**src/rtl/bsg_mem_1rw_sync_mask_write_bit_seg_pkg.sv**
```systemverilog
// Shared helpers for the segmented bit-masked single-port memory.
package bsg_mem_1rw_sync_mask_write_bit_seg_pkg;

    // Address width that stays at least 1 bit wide, even for a single-entry array.
    function automatic int safe_clog2(input int n);
        return (n <= 1) ? 1 : $clog2(n);
    endfunction

endpackage

```
**src/rtl/bsg_mem_1rw_sync_mask_write_bit_seg_bank.sv**
```systemverilog
// Single-port synchronous memory with per-bit write mask.
// Used as the wide backing array of the segmented memory. The read data
// register only changes on a read, so it already holds the last read value.
// latch_last_read_p is kept so this module can be swapped for the library bank.
module bsg_mem_1rw_sync_mask_write_bit
    import bsg_mem_1rw_sync_mask_write_bit_seg_pkg::*;
#(
    parameter int width_p           = 32,
    parameter int els_p             = 16,
    parameter int latch_last_read_p = 0,
    localparam int lg_els_lp        = safe_clog2(els_p)
) (
    input  logic                 clk_i,
    input  logic                 reset_i,
    input  logic [width_p-1:0]   data_i,
    input  logic [lg_els_lp-1:0] addr_i,
    input  logic                 v_i,
    input  logic [width_p-1:0]   w_mask_i,
    input  logic                 w_i,
    output logic [width_p-1:0]   data_o
);

    logic [width_p-1:0] mem_r [els_p];
    logic [width_p-1:0] data_r;
    logic               addr_ok;

    // Writes to out-of-range addresses are dropped; reads return 0.
    assign addr_ok = (int'(addr_i) < els_p);

    // Array update: the contents are never reset, and an access made
    // while reset is asserted is dropped.
    always_ff @(posedge clk_i) begin
        if (!reset_i && v_i && w_i && addr_ok)
            mem_r[addr_i] <= (data_i & w_mask_i) | (mem_r[addr_i] & ~w_mask_i);
    end

    // Read register: whole-row read, visible one cycle after the request.
    always_ff @(posedge clk_i) begin
        if (!reset_i && v_i && !w_i)
            data_r <= addr_ok ? mem_r[addr_i] : '0;
    end

    assign data_o = data_r;

endmodule

```
**src/rtl/bsg_mem_1rw_sync_mask_write_bit_seg.sv**
```systemverilog
// Segmented single-port synchronous memory with bit-masked writes.
// The row is split into num_segments_p equal segments, each with its own
// valid strobe; address and read/write select are shared. Behaves like
// num_segments_p independent banks but uses one wide backing array.
module bsg_mem_1rw_sync_mask_write_bit_seg
    import bsg_mem_1rw_sync_mask_write_bit_seg_pkg::*;
#(
    parameter int width_p           = 32,
    parameter int els_p             = 16,
    parameter int num_segments_p    = 4,
    parameter int latch_last_read_p = 0,
    localparam int lg_els_lp        = safe_clog2(els_p)
) (
    input  logic                      clk_i,
    input  logic                      reset_i,
    input  logic [num_segments_p-1:0] v_i,
    input  logic                      w_i,
    input  logic [lg_els_lp-1:0]      addr_i,
    input  logic [width_p-1:0]        data_i,
    input  logic [width_p-1:0]        w_mask_i,
    output logic [width_p-1:0]        data_o
);

    localparam int seg_w_lp = width_p / num_segments_p;

    if (width_p % num_segments_p != 0) begin : g_bad_width
        $error("width_p (%0d) must be divisible by num_segments_p (%0d)", width_p, num_segments_p);
    end

    logic [width_p-1:0]                      bank_mask;
    logic [width_p-1:0]                      bank_data;
    logic [num_segments_p-1:0][seg_w_lp-1:0] bank_seg;
    logic [num_segments_p-1:0][seg_w_lp-1:0] data_seg;
    logic [num_segments_p-1:0]               rd_v_r;

    // Unselected segments get a zero mask so they are never written.
    for (genvar i = 0; i < num_segments_p; i++) begin : g_mask
        assign bank_mask[i*seg_w_lp +: seg_w_lp] =
            w_mask_i[i*seg_w_lp +: seg_w_lp] & {seg_w_lp{v_i[i]}};
    end

    bsg_mem_1rw_sync_mask_write_bit #(
        .width_p           (width_p),
        .els_p             (els_p),
        .latch_last_read_p (0)
    ) bank (
        .clk_i    (clk_i),
        .reset_i  (reset_i),
        .data_i   (data_i),
        .addr_i   (addr_i),
        .v_i      (|v_i),
        .w_mask_i (bank_mask),
        .w_i      (w_i),
        .data_o   (bank_data)
    );

    assign bank_seg = bank_data;

    // Per-segment read-valid: marks which segments of bank_data are fresh.
    always_ff @(posedge clk_i or posedge reset_i) begin
        if (reset_i) rd_v_r <= '0;
        else         rd_v_r <= v_i & {num_segments_p{~w_i}};
    end

    if (latch_last_read_p != 0) begin : g_latch
        for (genvar i = 0; i < num_segments_p; i++) begin : g_seg
            logic [seg_w_lp-1:0] latch_r;

            // Capture a segment's fresh read data; hold it through writes and idles.
            always_ff @(posedge clk_i or posedge reset_i) begin
                if (reset_i)        latch_r <= '0;
                else if (rd_v_r[i]) latch_r <= bank_seg[i];
            end

            assign data_seg[i] = rd_v_r[i] ? bank_seg[i] : latch_r;
        end
    end else begin : g_nolatch
        // Segments that were not just read are undefined to the consumer;
        // drive them to 0 so stale rows do not leak out.
        for (genvar i = 0; i < num_segments_p; i++) begin : g_seg
            assign data_seg[i] = rd_v_r[i] ? bank_seg[i] : '0;
        end
    end

    assign data_o = data_seg;

endmodule

```
**config.mk**
```make
export PLATFORM = sky130hd
export DESIGN_NAME = bsg_mem_1rw_sync_mask_write_bit_seg
export DESIGN_NICKNAME = d
export VERILOG_FILES = /design/src/rtl/bsg_mem_1rw_sync_mask_write_bit_seg_pkg.sv /design/src/rtl/bsg_mem_1rw_sync_mask_write_bit_seg_bank.sv /design/src/rtl/bsg_mem_1rw_sync_mask_write_bit_seg.sv
export SDC_FILE = /design/constraint.sdc
export NUM_CORES = 1
export LEC_CHECK = 0
export ABC_AREA = 1
export CORE_UTILIZATION = 50
export CTS_BUF_LIST = sky130_fd_sc_hd__clkbuf_4 sky130_fd_sc_hd__clkbuf_8
export CTS_CLUSTER_DIAMETER = 50
export CTS_CLUSTER_SIZE = 30
export DETAILED_ROUTE_END_ITERATION = 6
export GPL_ROUTABILITY_DRIVEN = 0
export PLACE_DENSITY = 0.69
export SYNTH_ARGS = -nofsm -noshare
export SYNTH_HDL_FRONTEND = slang
export SYNTH_SLANG_ARGS = --single-unit
```
**constraint.sdc**
```tcl
create_clock -name clk_i -period 2.2 [get_ports clk_i]
set_clock_uncertainty 0.15 [all_clocks]
set_input_delay 0.33 -clock clk_i [delete_from_list [all_inputs] [get_ports clk_i]]
set_output_delay 0.33 -clock clk_i [all_outputs]
set_load 0.01 [all_outputs]
```
==> results of run 1 <==
==> placed cells by master, fill, tap and decap left out, drive strengths merged <==
cell type / n
dfrtp: 4
edfxtp: 544
o21ai: 33
nand2: 1442
clkinv: 12
nand4: 32
nand3: 37
buf: 210
inv: 67
clkdlybuf4s50: 72
clkbuf: 52
nor2: 24
dlygate4sd3: 1
clkinvlp: 1
clkdlybuf4s15: 10
dlygate4sd2: 16
==> cell type report <==
| class | instances | area (µm²) |
|---|---|---|
| clock buffer | 47 | 640.6 |
| clock inverter | 35 | 462.9 |
| fill | 3500 | 17470 |
| inverter | 45 | 176.4 |
| multi-input combinational | 1568 | 6196 |
| sequential | 548 | 16440 |
| tap | 600 | 750.7 |
| timing repair buffer | 314 | 3443 |
==> worst register-to-register path: stages, from the launching register on <==
cell	delay, ns
sky130_fd_sc_hd__edfxtp_1	0.39
sky130_fd_sc_hd__nand2_1	0.08
sky130_fd_sc_hd__nand2_1	0.06
sky130_fd_sc_hd__nand2_1	0.05
sky130_fd_sc_hd__nand2_1	0.05
sky130_fd_sc_hd__nand2_1	0.22
sky130_fd_sc_hd__nand2_1	0.10
sky130_fd_sc_hd__o21ai_1	0.15
sky130_fd_sc_hd__nand2_1	0.10
sky130_fd_sc_hd__buf_12	0.16
==> worst max-delay path by stage <==
| stage | startpoint | end | slack [ns] | depth (start not counted) |
|---|---|---|---|---|
| floorplan | v_i[3] | bank.mem_r[2][0]$_DFFE_PP_ | -0.36 | 5 |
| global placement | v_i[0] | bank.mem_r[8][29]$_DFFE_PP_ | -0.46 | 9 |
| detailed placement | v_i[0] | bank.mem_r[8][29]$_DFFE_PP_ | -0.44 | 9 |
| CTS | rd_v_r[0]$_DFF_PP0_ | data_o[3] | -0.02 | 4 |
| global route | rd_v_r[3]$_DFF_PP0_ | data_o[25] | 0.006 | 5 |
| finish | rd_v_r[3]$_DFF_PP0_ | data_o[31] | 0.06 | 5 |
==> where the power goes <==
group / switching [mW] / leakage [nW] / internal (mW)
clock: 4.15 / 0.550 / 2.42
combinational: 1.39 / 6.54 / 0.855
sequential: 0.0316 / 5.01 / 11.8
==> synth_stat cells (all sizes together) <==
library cell / n / share of area [%]
nor2: 24 / 0.39
edfxtp: 544 / 70
inv: 45 / 0.74
o21ai: 33 / 0.71
buf: 83 / 1.9
clkbuf: 27 / 0.44
nand3: 37 / 0.80
nand2: 1442 / 23
nand4: 32 / 0.86
dfrtp: 4 / 0.43
==> metrics by stage <==
stage / instance area (µm²) / power [mW] / setup slack [ns] / hold WS (ns)
finish: 28110 / 20.63 / 0.05716 / 0.1611
detailed placement: 26960 / 14.29 / -0.4402 / 0.5914
global placement: 26960 / 14.24 / -0.4618 / 0.5752
floorplan: 23240 / 13.05 / -0.3559 / -0.04811
CTS: 28120 / 20.70 / -0.01791 / 0.1121
global route: 28110 / 21.27 / 0.005734 / 0.1710
==> cell families after synthesis <==
family | after synthesis | synth area share [%]
AOI/OAI and AO/OA | 33 | 0.7119
buffers and inverters | 155 | 3.053
and+or+nand+nor | 1535 | 25.38
DFF | 548 | 70.85
==> what timing repair did <==
action / in CTS / in global routing
setup buffers: 7 / 0
endpoints found under the hold margin: 4 / 0
setup endpoints to repair: 32 / 13
hold buffers: 1 / 0
gates resized for setup: 48 / 15
==> per-layer routing <==
layer | track usage, % | up-vias | wire length [µm]
met1 | 35.41 | 7937 | 24890
met2 | 41.40 | 643 | 28200
met4 | 7.394 | 0 | 1380
met5 | 0 | - | 0
met3 | 4.850 | 90 | 4857
li1 | - | 7927 | -
==> flip-flops by register name, indices dropped and copies added (netlist names) <==
name and cells:
bank.mem_r 512, bank.data_o 32, rd_v_r 4
==> out/qor.csv, run 1 <==
metric,value,unit
power_density,733.8,nW/µm²
yosys_warnings,0,
cts_num_sinks,548,
tritoncts_clock_tree,yes,
power_leakage,12.09,nW
synth_seq_area_share,70.85,%
finish.cell_count_without_fillers,3157,
synth.distinct_cells,15,
worst_path_largest_cell_delay,0.39,ns
grt_antenna_before_repair,1,
global_route.usage.total,25.61,%
clk-insertion-delay-late,0.68,ns
setup_viol,0,
path_buf_inv,4,
syn_area_per_cell,10.21,µm²
hold_wc_startpoint,v_i[1],
reg2reg_to,bank.mem_r[7][9]$_DFFE_PP_,
cts.clk_slew.worst_paths,0.14,ns
worst-endpoint-required,1.72,ns
post_drt_wl_per_cell,18.79,µm
rrSetupSlack,0.43,ns
drt_drc_violations_left,0,
worst_hold_path_ep,rd_v_r[1]$_DFF_PP0_,
max_cap_check_violation_count,0,
core_area,45580,µm²
finish.utilization,61.68,%
max_slew_margin,75.56,%
vias_per_instance,5.257,
drt_pre_antenna_iters,7,
cts-root-to-sink-buffers,3,
hold_viol,0,
grt_first_pass_wirelength,90.95,mm
vdd_ir_drop_max,0.0005092,V
ioPinCount,107,
timing.critical_path.fanout_max,4,
io_buffer_count,106,
tns,0,ns
final.period_utilization,97.40,%
row_count,78,
synth_cells,2271,
grt_max_degree,59,
hold_path_class,primary input to flip-flop,
status,finished clean,
p_r_area_growth_vs_syn,21.18,%
die_width,217.4,µm
fin_nets,2596,
route.vias.total,16597,
number_of_violations_reported_at_the_end_of_detailed_routing_iteration_0,1565,
dieHeight,217.4,µm
fp.dieArea,47260,µm²
timing_worst_slew_pin_value,0.3666,ns
wl,59.33,mm
hpwl_dp,38.49,mm
fmax,0.4667,GHz
starting_density_of_the_core,50.90,%
cts-root-buf,sky130_fd_sc_hd__clkbuf_8,
diodes,0,
grt_overflow_total,0,
synth-seq-cells,548,
cell_depth_of_the_worst_min_delay_path,3,
grt_pass1_vias,16131,
crit_path_start_kind,flip-flop,
critPathCaptureType,output port,
crit_path_cell_trace,buf_6 -> buf_4 -> nand2_1 -> inv_1 -> clkdlybuf4s15_1,
synthesized_area,23200,µm²
reg2reg_depth,9,
layout_min_cycle_time,2.143,ns
placed_cells,3067,
mappedNetlistNets,2346,
final_max_slew_viol_count,0,
htreeDepth,2,
worstPathArrival,1.66,ns
top_cell_family_by_delay_on_the_critical_path,buffers and inverters,
worst-setup-path-type,flip-flop to output port,
worstReg2RegStart,bank.mem_r[7][9]$_DFFE_PP_,
drtAntennaViolNets,0,
setup_repair_after_global_routing_missed_its_margin,no,
critPathSlowestCell,sky130_fd_sc_hd__dfrtp_1,
share_of_final_layout_standard_cells_stronger_than_drive_strength_1,12.48,%
cts-buffers-inserted,44,
(Power assumes the default switching activity.)
==> inputs of run 2 (changes only) <==
- SETUP_SLACK_MARGIN: default -> 0.02
==> out/qor.csv, run 2 (synthesized netlist as in run 1, its figures left out) <==
metric,value,unit
status,finished clean,
finish.cell_count_without_fillers,3134,
htreeDepth,2,
max_flop_register,bank.mem_r,
timing.critical_path.fanout_max,8,
ioPinCount,107,
setup_viol,0,
whs,0.1290,ns
starting_density_of_the_core,50.90,%
grt_first_pass_wirelength,89.34,mm
critPathCaptureType,output port,
vias_per_instance,5.230,
hpwl_dp,38.08,mm
layout_min_cycle_time,2.110,ns
grt_max_degree,86,
total_power_draw,20.05,mW
number_of_violations_reported_at_the_end_of_detailed_routing_iteration_0,1611,
p_r_area_growth_vs_syn,19.96,%
grt_pass1_vias,15863,
diodes,0,
core_area,45580,µm²
power_density,720.4,nW/µm²
timing_worst_slew_pin_value,0.4052,ns
layout_commonest_cell,sky130_fd_sc_hd__nand2_1,
hold_path_class,primary input to flip-flop,
worst-setup-path-type,flip-flop to output port,
multi_input_combinational_cell_area,6203,µm²
vdd_ir_drop_max,0.0004815,V
hold_viol,0,
fp.dieArea,47260,µm²
crit_path_start_kind,flip-flop,
fin_nets,2577,
drtAntennaViolNets,0,
max_cap_check_violation_count,0,
finish.utilization,61.06,%
placed_cells,3047,
detailed_place.area,26810,µm²
tritoncts_clock_tree,yes,
io_buffer_count,106,
cts.clk_slew.worst_paths,0.11,ns
final_cell_area,27830,µm²
max_slew_margin,72.99,%
cts-root-to-sink-buffers,3,
setup_repair_after_global_routing_missed_its_margin,yes,
worstPathArrival,1.63,ns
cts-buffers-inserted,43,
row_count,78,
worst-endpoint-required,1.72,ns
dieHeight,217.4,µm
route.vias.total,16392,
wl,58.11,mm
final.setup.worst_slack,0.09023,ns
drt_pre_antenna_iters,7,
fill_cells,3561,
power_leakage,11.94,nW
dp_slack,-0.5936,ns
grt_antenna_before_repair,1,
largest_reg_flops,512,
area.sequential,16440,µm²
mostFrequentLayoutCells,"sky130_fd_sc_hd__nand2_1, sky130_fd_sc_hd__edfxtp_1, sky130_fd_sc_hd__buf_4",
crit_path_cell_trace,buf_12 -> nand2_1 -> inv_1 -> dlygate4sd2_1,
grt_overflow_total,0,
tns,0,ns
cts_num_sinks,548,
cts-root-buf,sky130_fd_sc_hd__clkbuf_8,
global_route.usage.total,25.22,%
share_of_final_layout_standard_cells_stronger_than_drive_strength_1,11.84,%
final_max_slew_viol_count,0,
post_drt_wl_per_cell,18.54,µm
worst_path_largest_cell_delay,0.43,ns
fmax,0.4740,GHz
final.period_utilization,95.90,%
clk-insertion-delay-late,0.67,ns
critPathSlowestCell,sky130_fd_sc_hd__dfrtp_2,
drt_drc_violations_left,0,
die_width,217.4,µm
[run 2: timing repair]
action | in CTS | in global routing
pin swaps | 0 | 1
setup endpoints to repair | 32 | 44
resized for setup | 45 | 19
hold buffers | 1 | 0
endpoints found under the hold margin | 4 | 0
setup buffers | 9 | 0
[run 2: power breakdown]
group,switching [mW],internal (mW),total (mW)
sequential,0.0309,11.8,11.8
clock,3.75,2.27,6.02
combinational,1.37,0.835,2.20
total,5.15,14.9,20.0
[run 2: worst max-delay path, delay by kind of cell, from the launching register on]
| kind | cells | cell delay, ns |
|---|---|---|
| buffers and inverters | 3 | 0.46 |
| DFF | 1 | 0.43 |
| and+or+nand+nor | 1 | 0.06 |
[run 2: final cells by class]
class,count,area share (%)
Clock buffer,46,2.208
Clock inverter,31,1.286
Inverter,45,0.6340
Multi-Input combinational cell,1568,22.29
Sequential cell,548,59.08
Tap cell,600,2.698
Timing Repair Buffer,296,11.80
[run 2: path summary, 6_finish.rpt]
| kind | to | depth (start not counted) | start | slack (ns) |
|---|---|---|---|---|
| worst max-delay path | data_o[1] | 4 | rd_v_r[0]$_DFF_PP0_ | 0.09 |
| worst min register to register | bank.data_o[26]$_DFFE_PP_ | 6 | bank.mem_r[3][26]$_DFFE_PP_ | 0.61 |
| min in group asynchronous | rd_v_r[2]$_DFF_PP0_ | 4 | reset_i | 0.47 |
| max in group asynchronous | rd_v_r[3]$_DFF_PP0_ | 4 | reset_i | 1.26 |
| worst min-delay path | bank.data_o[12]$_DFFE_PP_ | 5 | addr_i[1] | 0.13 |
| worst max register to register | bank.mem_r[1][10]$_DFFE_PP_ | 9 | bank.mem_r[6][10]$_DFFE_PP_ | 0.42 |
[run 2: layer usage]
metal  GRT usage (%)  vias to the layer above  routed length (µm)
met3           4.850                      112                5524
met1           35.31                     7704               23900
met2           39.33                      708               26700
li1                -                     7868                   -
met5               0                        -                   0
met4           9.319                        0                1989
